`config.mk`:
```
export PLATFORM = sky130hd
export DESIGN_NAME = mc_controller_flat
export DESIGN_NICKNAME = d
export VERILOG_FILES = /design/src/rtl/mc_controller_if.sv /design/src/rtl/mc_controller.sv /design/src/flat_wrapper.sv
export SDC_FILE = /design/constraint.sdc
export NUM_CORES = 1
export LEC_CHECK = 0
export CAP_MARGIN = 20
export CORE_MARGIN = 2
export CORE_UTILIZATION = 44
export DETAILED_ROUTE_END_ITERATION = 8
export DONT_BUFFER_PORTS = 1
export GPL_ROUTABILITY_DRIVEN = 1
export GPL_TIMING_DRIVEN = 0
export PLACE_DENSITY = 0.68
export REMOVE_ABC_BUFFERS = 1
export SLEW_MARGIN = 15
export SYNTH_ARGS = -nofsm -noshare
export SYNTH_HDL_FRONTEND = slang
export SYNTH_SLANG_ARGS = --single-unit
```
`constraint.sdc`:
```
create_clock -name clk -period 1.99 [get_ports clk]
set_input_delay 0.0995 -clock clk [delete_from_list [all_inputs] [get_ports clk]]
set_output_delay 0.0995 -clock clk [all_outputs]
set_load 0.1 [all_outputs]
```
`src/rtl/mc_controller_if.sv`:
```
// Control bundle between the multicycle main controller (master) and the datapath (slave).
interface mc_controller_if;
  logic [5:0] op;
  logic       mem_ready;
  logic       branch_taken;
  logic       mem_req;
  logic       iord;
  logic       irwrite;
  logic       memwrite;
  logic       pcwrite;
  logic       branch;
  logic       pcen;
  logic [1:0] pcsrc;
  logic       alusrca;
  logic [1:0] alusrcb;
  logic       alu_force_add;
  logic       regdst;
  logic       memtoreg;
  logic       regwrite;
  logic       illegal_op;
  logic [3:0] state;

  modport master (
    input  op, mem_ready, branch_taken,
    output mem_req, iord, irwrite, memwrite, pcwrite, branch, pcen, pcsrc, alusrca, alusrcb,
           alu_force_add, regdst, memtoreg, regwrite, illegal_op, state
  );

  modport slave (
    output op, mem_ready, branch_taken,
    input  mem_req, iord, irwrite, memwrite, pcwrite, branch, pcen, pcsrc, alusrca, alusrcb,
           alu_force_add, regdst, memtoreg, regwrite, illegal_op, state
  );
endinterface

```
`src/rtl/mc_controller.sv`:
```
// Multicycle MIPS main control FSM: sequences fetch/decode/execute/memory/writeback.
// Define MC_JUMP_EN to enable the JUMP state for op 000010 (otherwise that op is illegal).
module mc_controller (
  input logic             clk,
  input logic             reset,
  mc_controller_if.master bus
);

  typedef enum logic [3:0] {
    StFetch   = 4'd0,
    StDecode  = 4'd1,
    StMemAdr  = 4'd2,
    StMemRd   = 4'd3,
    StMemWb   = 4'd4,
    StMemWr   = 4'd5,
    StRtypeEx = 4'd6,
    StAluWb   = 4'd7,
    StBranch  = 4'd8,
    StImmEx   = 4'd9,
    StImmWb   = 4'd10
`ifdef MC_JUMP_EN
    ,
    StJump    = 4'd11
`endif
  } state_e;

  state_e state_q, state_d, out_state;

  logic is_lw, is_sw, is_rtype, is_branch, is_imm, is_jump, is_legal;

  assign is_lw     = (bus.op == 6'b100011);
  assign is_sw     = (bus.op == 6'b101011);
  assign is_rtype  = (bus.op == 6'b000000);
  assign is_branch = (bus.op == 6'b000001) || (bus.op == 6'b000011) || (bus.op[5:2] == 4'b0001);
  assign is_imm    = (bus.op == 6'b001000) || (bus.op == 6'b001010) ||
                     (bus.op == 6'b001100) || (bus.op == 6'b001101);
`ifdef MC_JUMP_EN
  assign is_jump   = (bus.op == 6'b000010);
`else
  assign is_jump   = 1'b0;
`endif
  assign is_legal  = is_lw || is_sw || is_rtype || is_branch || is_imm || is_jump;

  always_ff @(posedge clk) begin
    if (reset) begin
      state_q <= StFetch;
    end else begin
      state_q <= state_d;
    end
  end

  always_comb begin
    state_d = StFetch;
    case (state_q)
      StFetch:   state_d = bus.mem_ready ? StDecode : StFetch;
      StDecode: begin
        if (is_lw || is_sw)  state_d = StMemAdr;
        else if (is_rtype)   state_d = StRtypeEx;
        else if (is_branch)  state_d = StBranch;
        else if (is_imm)     state_d = StImmEx;
`ifdef MC_JUMP_EN
        else if (is_jump)    state_d = StJump;
`endif
        else                 state_d = StFetch;
      end
      StMemAdr:  state_d = is_sw ? StMemWr : StMemRd;
      StMemRd:   state_d = bus.mem_ready ? StMemWb : StMemRd;
      StMemWr:   state_d = bus.mem_ready ? StFetch : StMemWr;
      StRtypeEx: state_d = StAluWb;
      StImmEx:   state_d = StImmWb;
      default:   state_d = StFetch;
    endcase
  end

  logic       mem_req, iord, irwrite, memwrite, pcwrite, branch;
  logic [1:0] pcsrc, alusrcb;
  logic       alusrca, alu_force_add, regdst, memtoreg, regwrite, illegal_op;

  // Under reset the muxes present FETCH selects and every strobe is cleared.
  assign out_state = reset ? StFetch : state_q;

  always_comb begin
    mem_req       = 1'b0;
    iord          = 1'b0;
    irwrite       = 1'b0;
    memwrite      = 1'b0;
    pcwrite       = 1'b0;
    branch        = 1'b0;
    pcsrc         = 2'b00;
    alusrca       = 1'b0;
    alusrcb       = 2'b00;
    alu_force_add = 1'b0;
    regdst        = 1'b0;
    memtoreg      = 1'b0;
    regwrite      = 1'b0;
    illegal_op    = 1'b0;
    case (out_state)
      StFetch: begin
        mem_req       = 1'b1;
        alusrcb       = 2'b01;
        alu_force_add = 1'b1;
        irwrite       = bus.mem_ready;
        pcwrite       = bus.mem_ready;
      end
      StDecode: begin
        alusrcb       = 2'b11;
        alu_force_add = 1'b1;
        illegal_op    = ~is_legal;
      end
      StMemAdr: begin
        alusrca       = 1'b1;
        alusrcb       = 2'b10;
        alu_force_add = 1'b1;
      end
      StMemRd: begin
        mem_req = 1'b1;
        iord    = 1'b1;
      end
      StMemWb: begin
        regwrite = 1'b1;
        memtoreg = 1'b1;
      end
      StMemWr: begin
        mem_req  = 1'b1;
        iord     = 1'b1;
        memwrite = 1'b1;
      end
      StRtypeEx: alusrca = 1'b1;
      StAluWb: begin
        regwrite = 1'b1;
        regdst   = 1'b1;
      end
      StBranch: begin
        alusrca = 1'b1;
        branch  = 1'b1;
        pcsrc   = 2'b01;
      end
      StImmEx: begin
        alusrca = 1'b1;
        alusrcb = 2'b10;
      end
      StImmWb: regwrite = 1'b1;
`ifdef MC_JUMP_EN
      StJump: begin
        pcwrite = 1'b1;
        pcsrc   = 2'b10;
      end
`endif
      default: ;
    endcase
    if (reset) begin
      mem_req    = 1'b0;
      irwrite    = 1'b0;
      pcwrite    = 1'b0;
      illegal_op = 1'b0;
    end
  end

  assign bus.mem_req       = mem_req;
  assign bus.iord          = iord;
  assign bus.irwrite       = irwrite;
  assign bus.memwrite      = memwrite;
  assign bus.pcwrite       = pcwrite;
  assign bus.branch        = branch;
  assign bus.pcen          = pcwrite | (branch & bus.branch_taken);
  assign bus.pcsrc         = pcsrc;
  assign bus.alusrca       = alusrca;
  assign bus.alusrcb       = alusrcb;
  assign bus.alu_force_add = alu_force_add;
  assign bus.regdst        = regdst;
  assign bus.memtoreg      = memtoreg;
  assign bus.regwrite      = regwrite;
  assign bus.illegal_op    = illegal_op;
  assign bus.state         = state_q;

endmodule

```
`src/flat_wrapper.sv`:
```
// flat-port wrapper written by rule: the top's interface ports become plain ports
module mc_controller_flat 
  (clk, reset, bus_op, bus_mem_ready, bus_branch_taken, bus_mem_req, bus_iord, bus_irwrite, bus_memwrite, bus_pcwrite, bus_branch, bus_pcen, bus_pcsrc, bus_alusrca, bus_alusrcb, bus_alu_force_add, bus_regdst, bus_memtoreg, bus_regwrite, bus_illegal_op, bus_state);
  mc_controller_if bus_i ();
  input logic clk;
  input logic reset;
  input wire logic [$bits(bus_i.op)-1:0] bus_op;
  input wire logic [$bits(bus_i.mem_ready)-1:0] bus_mem_ready;
  input wire logic [$bits(bus_i.branch_taken)-1:0] bus_branch_taken;
  output wire logic [$bits(bus_i.mem_req)-1:0] bus_mem_req;
  output wire logic [$bits(bus_i.iord)-1:0] bus_iord;
  output wire logic [$bits(bus_i.irwrite)-1:0] bus_irwrite;
  output wire logic [$bits(bus_i.memwrite)-1:0] bus_memwrite;
  output wire logic [$bits(bus_i.pcwrite)-1:0] bus_pcwrite;
  output wire logic [$bits(bus_i.branch)-1:0] bus_branch;
  output wire logic [$bits(bus_i.pcen)-1:0] bus_pcen;
  output wire logic [$bits(bus_i.pcsrc)-1:0] bus_pcsrc;
  output wire logic [$bits(bus_i.alusrca)-1:0] bus_alusrca;
  output wire logic [$bits(bus_i.alusrcb)-1:0] bus_alusrcb;
  output wire logic [$bits(bus_i.alu_force_add)-1:0] bus_alu_force_add;
  output wire logic [$bits(bus_i.regdst)-1:0] bus_regdst;
  output wire logic [$bits(bus_i.memtoreg)-1:0] bus_memtoreg;
  output wire logic [$bits(bus_i.regwrite)-1:0] bus_regwrite;
  output wire logic [$bits(bus_i.illegal_op)-1:0] bus_illegal_op;
  output wire logic [$bits(bus_i.state)-1:0] bus_state;
  assign bus_i.op = bus_op;
  assign bus_i.mem_ready = bus_mem_ready;
  assign bus_i.branch_taken = bus_branch_taken;
  assign bus_mem_req = bus_i.mem_req;
  assign bus_iord = bus_i.iord;
  assign bus_irwrite = bus_i.irwrite;
  assign bus_memwrite = bus_i.memwrite;
  assign bus_pcwrite = bus_i.pcwrite;
  assign bus_branch = bus_i.branch;
  assign bus_pcen = bus_i.pcen;
  assign bus_pcsrc = bus_i.pcsrc;
  assign bus_alusrca = bus_i.alusrca;
  assign bus_alusrcb = bus_i.alusrcb;
  assign bus_alu_force_add = bus_i.alu_force_add;
  assign bus_regdst = bus_i.regdst;
  assign bus_memtoreg = bus_i.memtoreg;
  assign bus_regwrite = bus_i.regwrite;
  assign bus_illegal_op = bus_i.illegal_op;
  assign bus_state = bus_i.state;
  mc_controller u_core (.clk(clk), .reset(reset), .bus(bus_i));
endmodule
```
; Word-level counts from Yosys, hierarchy flattened
; Cells that the tools add are included.
[word_totals]
out_inout_bits = 21
in_bits = 10
wordCells = 73
ff_bits = 4
[classes]
n_mux = 26
eq_ne = 25
n_reduce_logical = 18
bitwise_logic = 3
[op_table]
columns = cell, count
row1 = $pmux 4 s7, 1
row2 = $eq 4x3->1 const B, 6
row3 = $eq 6x4->1 const B, 4
row4 = $mux 4, 5
row5 = $eq 4x2->1 const B, 4
row6 = $eq 4x4->1 const B, 4
row7 = $mux 1, 16
row8 = $eq 4x1->1 const B, 3
row9 = $eq 6x6->1 const B, 2
row10 = $logic_or 1x1->1, 9
row11 = $mux 3, 3
row12 = $reduce_or 3->1, 3
row13 = $logic_not 4->1, 2
row14 = $eq 6x1->1 const B, 1
row15 = $eq 6x2->1 const B, 1
row16 = $logic_not 6->1, 1
row17 = $pmux 2 s3, 1
row18 = $reduce_or 2->1, 2
row19 = $reduce_or 4->1, 1
row20 = $and 1x1->1, 1
row21 = $not 1->1, 1
row22 = $or 1x1->1, 1

; Logic depth before layout (Yosys ltp)
[depth]
word_depth = 9
depth_mapped = 6

; Worst setup path after synthesis
; Ideal clock, no wire load.
[synth_path]
path_type = register to output
startpoint = reg u_core.state_q[0] (netlist: u_core.bus.state[0])
endpoint = out bus_illegal_op
arrival_ns = 6.286
n_path_buf = 0
stages_incl_launch_ff = 3
slack_ns = -4.395
cell_sequence = dfxtp_1 or4b_4 a2111oi_0
[synth_between]
elab_chain_cells = 4
[synth_lines]
columns = item, line_no
row1 = "start, declared", mc_controller.sv:27  ; state_e state_q, state_d, out_state;
row2 = "start signal, assigned", mc_controller.sv:46  ; state_q <= StFetch;
row3 = "start signal, assigned", mc_controller.sv:48  ; state_q <= state_d;
row4 = $mux 4, mc_controller.sv:80  ; assign out_state = reset ? StFetch : state_q;
row5 = $eq 4x1->1, mc_controller.sv:97  ; case (out_state)
row6 = $mux 1, mc_controller.sv:97
row7 = $mux 1, mc_controller.sv:151  ; if (reset) begin
row8 = "end, declared", flat_wrapper.sv:24  ; output wire logic [$bits(bus_i.illegal_op)-1:0] bus_illegal_op;
; Every way passes these cells.

; Final worst setup path
; Ends and elaborated chain as after synthesis.

==> key figures <==
GRT
  – Vias in the first global route: 651
  – GRT overflow: 0
  – Total global-route track usage: 0.250
  – First-pass GRT wire length: 2790 µm
  – Largest net degree at the start of global routing: 22
  – Antenna violations before repair: 0

Pwr
  – Net switching power: 173 µW
  – Clock share of power: 0.275
  – Leakage: 0.327 nW
  – Logic pwr share: 0.456
  – Sw Ratio: 0.467
  – Peak supply drop: 229 µV
  – PwrDens: 393 nW/µm²
  – Int Power: 197 µW
  – Register share of total power: 0.269

Detailed routing
  – Detail Route Antenna Nets: 0
  – Routed WL: 2060 µm
  – Drt drc: 0
  – WL/cell: 18.2 µm
  – DR vias: 741
  – Via/cell ratio: 6.56
  – Pre-Repair DR Iteration Count: 4
  – Violation count after the first detailed-routing iteration: 17

CTS
  – CTS tree: built
  – Cts bufs inserted: 3
  – Worst skew pair latency: 0.24 ns
  – Reg clk slew, reported paths: 0.04 ns
  – TritonCTS Sinks: 4
  – Hold buffers post-CTS: 0
  – Root buffer cell: clkbuf_4
  – Max Root-Sink Buffers: 2
  – H-tree level count: 1

Logic synthesis
  – Post-Syn Area: 608 µm²
  – Asr flop ratio synth: 0
  – Synth warn: 0
  – Post-Synth Adder-Cell Area: 0
  – Largest family of logic cells by synthesized area: simple AND/OR/NAND/NOR gates
  – Synth Area in Compound Gates: 0.257
  – Syn Area/Cell: 6.91 µm²
  – Number of synthesized flops with an enable pin: 0
  – Cell variety after synth: 38
  – Multiplexer share of the synthesized area: 0.0329
  – Synth Flop Type: dfxtp_1
  – Seq cells post-synth: 4
  – Synth Area in XOR/XNOR: 0.0288
  – Area share of and/or/nand/nor cells after synthesis: 0.451
  – Synth Instances: 88
  – Post-synthesis sequential area ratio: 0.132

Timing
  – Worst Max-Slew Pin Slew: 0.858 ns
  – Crit path time final: 2.12 ns
  – Final hold violations: 0
  – Pins Over Slew Limit: 0
  – Setup ws final: -0.128 ns
  – Unrepaired setup endpoints after global routing: true
  – Fmax: 0.472 GHz
  – Final period util: 1.06
  – Slew headroom: 0.429
  – Final Setup Violations: 8
  – Fin Clk Skew: 0.00428 ns

Die
  – I/O pin total: 31
  – Die area: 1700 µm²
  – Die W: 41.2 µm
  – Die height: 41.2 µm
  – Core box area: 1300 µm²
  – Row Count: 13
  – Initial Util: 0.467

Cells and area
  – Share of cells above drive strength 1: 0.429
  – Most frequent cells in the layout: nor2_4 (6), nor2b_1 (5)
  – Post-layout util: 0.724
  – Area grow syn2layout: 54.9%
  – Final nets: 110
  – # diodes: 0
  – Filler instances: 96
  – Number of flip-flops in the largest register: 4
  – Storage cell area: 92.6 µm²
  – Multi-input gate area: 597 µm²
  – Most common cell after layout, fill and taps aside: nor2_4

Worst setup path
  – Critical Path Source Type: flip-flop
  – Critical Path AT: 2.02 ns
  – Crit-path max FO: 8
  – Critical path class: flip-flop to output pin
  – CP endpoint kind: output pin
  – Crit path required time: 1.89 ns

Placed design
  – GP Congestion: 0.732
  – Post-DP HPWL: 1160 µm
  – Port buffer count: 0
  – Post-place setup slack: -0.737 ns

Outcome
  – Status: finished with violations
  – Failing checks: negative setup slack

Hold path
  – Worst hold path type: input pin to flip-flop

Run
  – Maxcap violations: 0
[metrics by stage]
stage	total power [mW]	hold WS, ns	cell area [µm²]	setup TNS [ns]	cells
2_1_floorplan	0.217	0.269	552	-35.53	78
3_3_place_gp	0.225	0.293	571	-39.05	93
3_5_place_dp	0.244	0.297	746	-2.42	101
4_1_cts	0.362	0.0230	893	-0.494	109
5_1_grt	0.387	0.0257	942	-1.03	113
6_report	0.371	0.0288	942	-0.605	113
[cells in the mapped netlist (all sizes together), types with 2 or more instances]
master	instances	area (µm²)
o21ai	5	25.0
o21a	2	15.0
nand3b	2	15.0
a31oi	2	12.5
nor2b	5	31.3
buf	4	33.8
nand2b	3	18.8
nor2	9	33.8
dfxtp	4	80.1
nand3	3	15.0
nand2	3	11.3
a2111oi	2	17.5
a21oi	5	28.8
nor4b	2	17.5
clkbuf	6	22.5
or3	3	18.8
nor3	5	25.0
a21o	3	22.5
nand4	2	12.5
mux2i	2	20.0
[path summary, 6_finish.rpt]
| kind | startpoint | to | slack [ns] | cells past startpoint |
|---|---|---|---|---|
| min | reset | u_core.bus.state[3] | 0.03 | 2 |
| min reg2reg | u_core.bus.state[1] | u_core.bus.state[1] | 0.64 | 3 |
| max | u_core.bus.state[0] | bus_illegal_op | -0.13 | 4 |
| max reg2reg | u_core.bus.state[0] | u_core.bus.state[2] | -0.09 | 5 |
[final cells by class]
class	instances	area share
multi-input cells	74	0.633
repair buffers	17	0.224
flip-flops and latches	4	0.0983
clock buffers	3	0.0239
well taps	15	0.0199
[what timing repair did]
item	CTS	global route
pin swaps	4	5
setup endpoints to repair	14	8
setup buffers	5	3
resized for setup	20	15
[critical path, stage by stage, from the launching register on]
cell	delay, ns
dfxtp_4	0.59
buf_6	0.17
or4b_4	0.48
a2111oi_4	0.26
clkbuf_16	0.27
[layer usage]
metal  part of all wire  track usage
met2               0.50        0.457
met1               0.39        0.281
met3              0.098       0.0924
met5                  0            0
met4             0.0068       0.0242
[cell families (layout without fill, tap and decap cells)]
| group | Yosys count | in the layout |
|---|---|---|
| other | 1 | 1 |
| DFF | 4 | 4 |
| and+or+nand+nor | 46 | 46 |
| buffers and inverters | 10 | 20 |
| AOI/OAI and AO/OA | 23 | 23 |
| xor gates and xnor gates | 2 | 2 |
| muxes | 2 | 2 |
[power groups by stage]
| stage | Sequential (mW) | Combinational, mW | Clock [mW] |
|---|---|---|---|
| final | 0.0995 | 0.169 | 0.102 |
| after floorplan | 0.106 | 0.111 | 0 |
| after global routing | 0.100 | 0.175 | 0.112 |
| after global placement | 0.108 | 0.116 | 0 |
| after CTS | 0.0994 | 0.157 | 0.106 |
| after detailed placement | 0.106 | 0.137 | 0 |
Note: power is estimated with default switching activity, not from simulation.
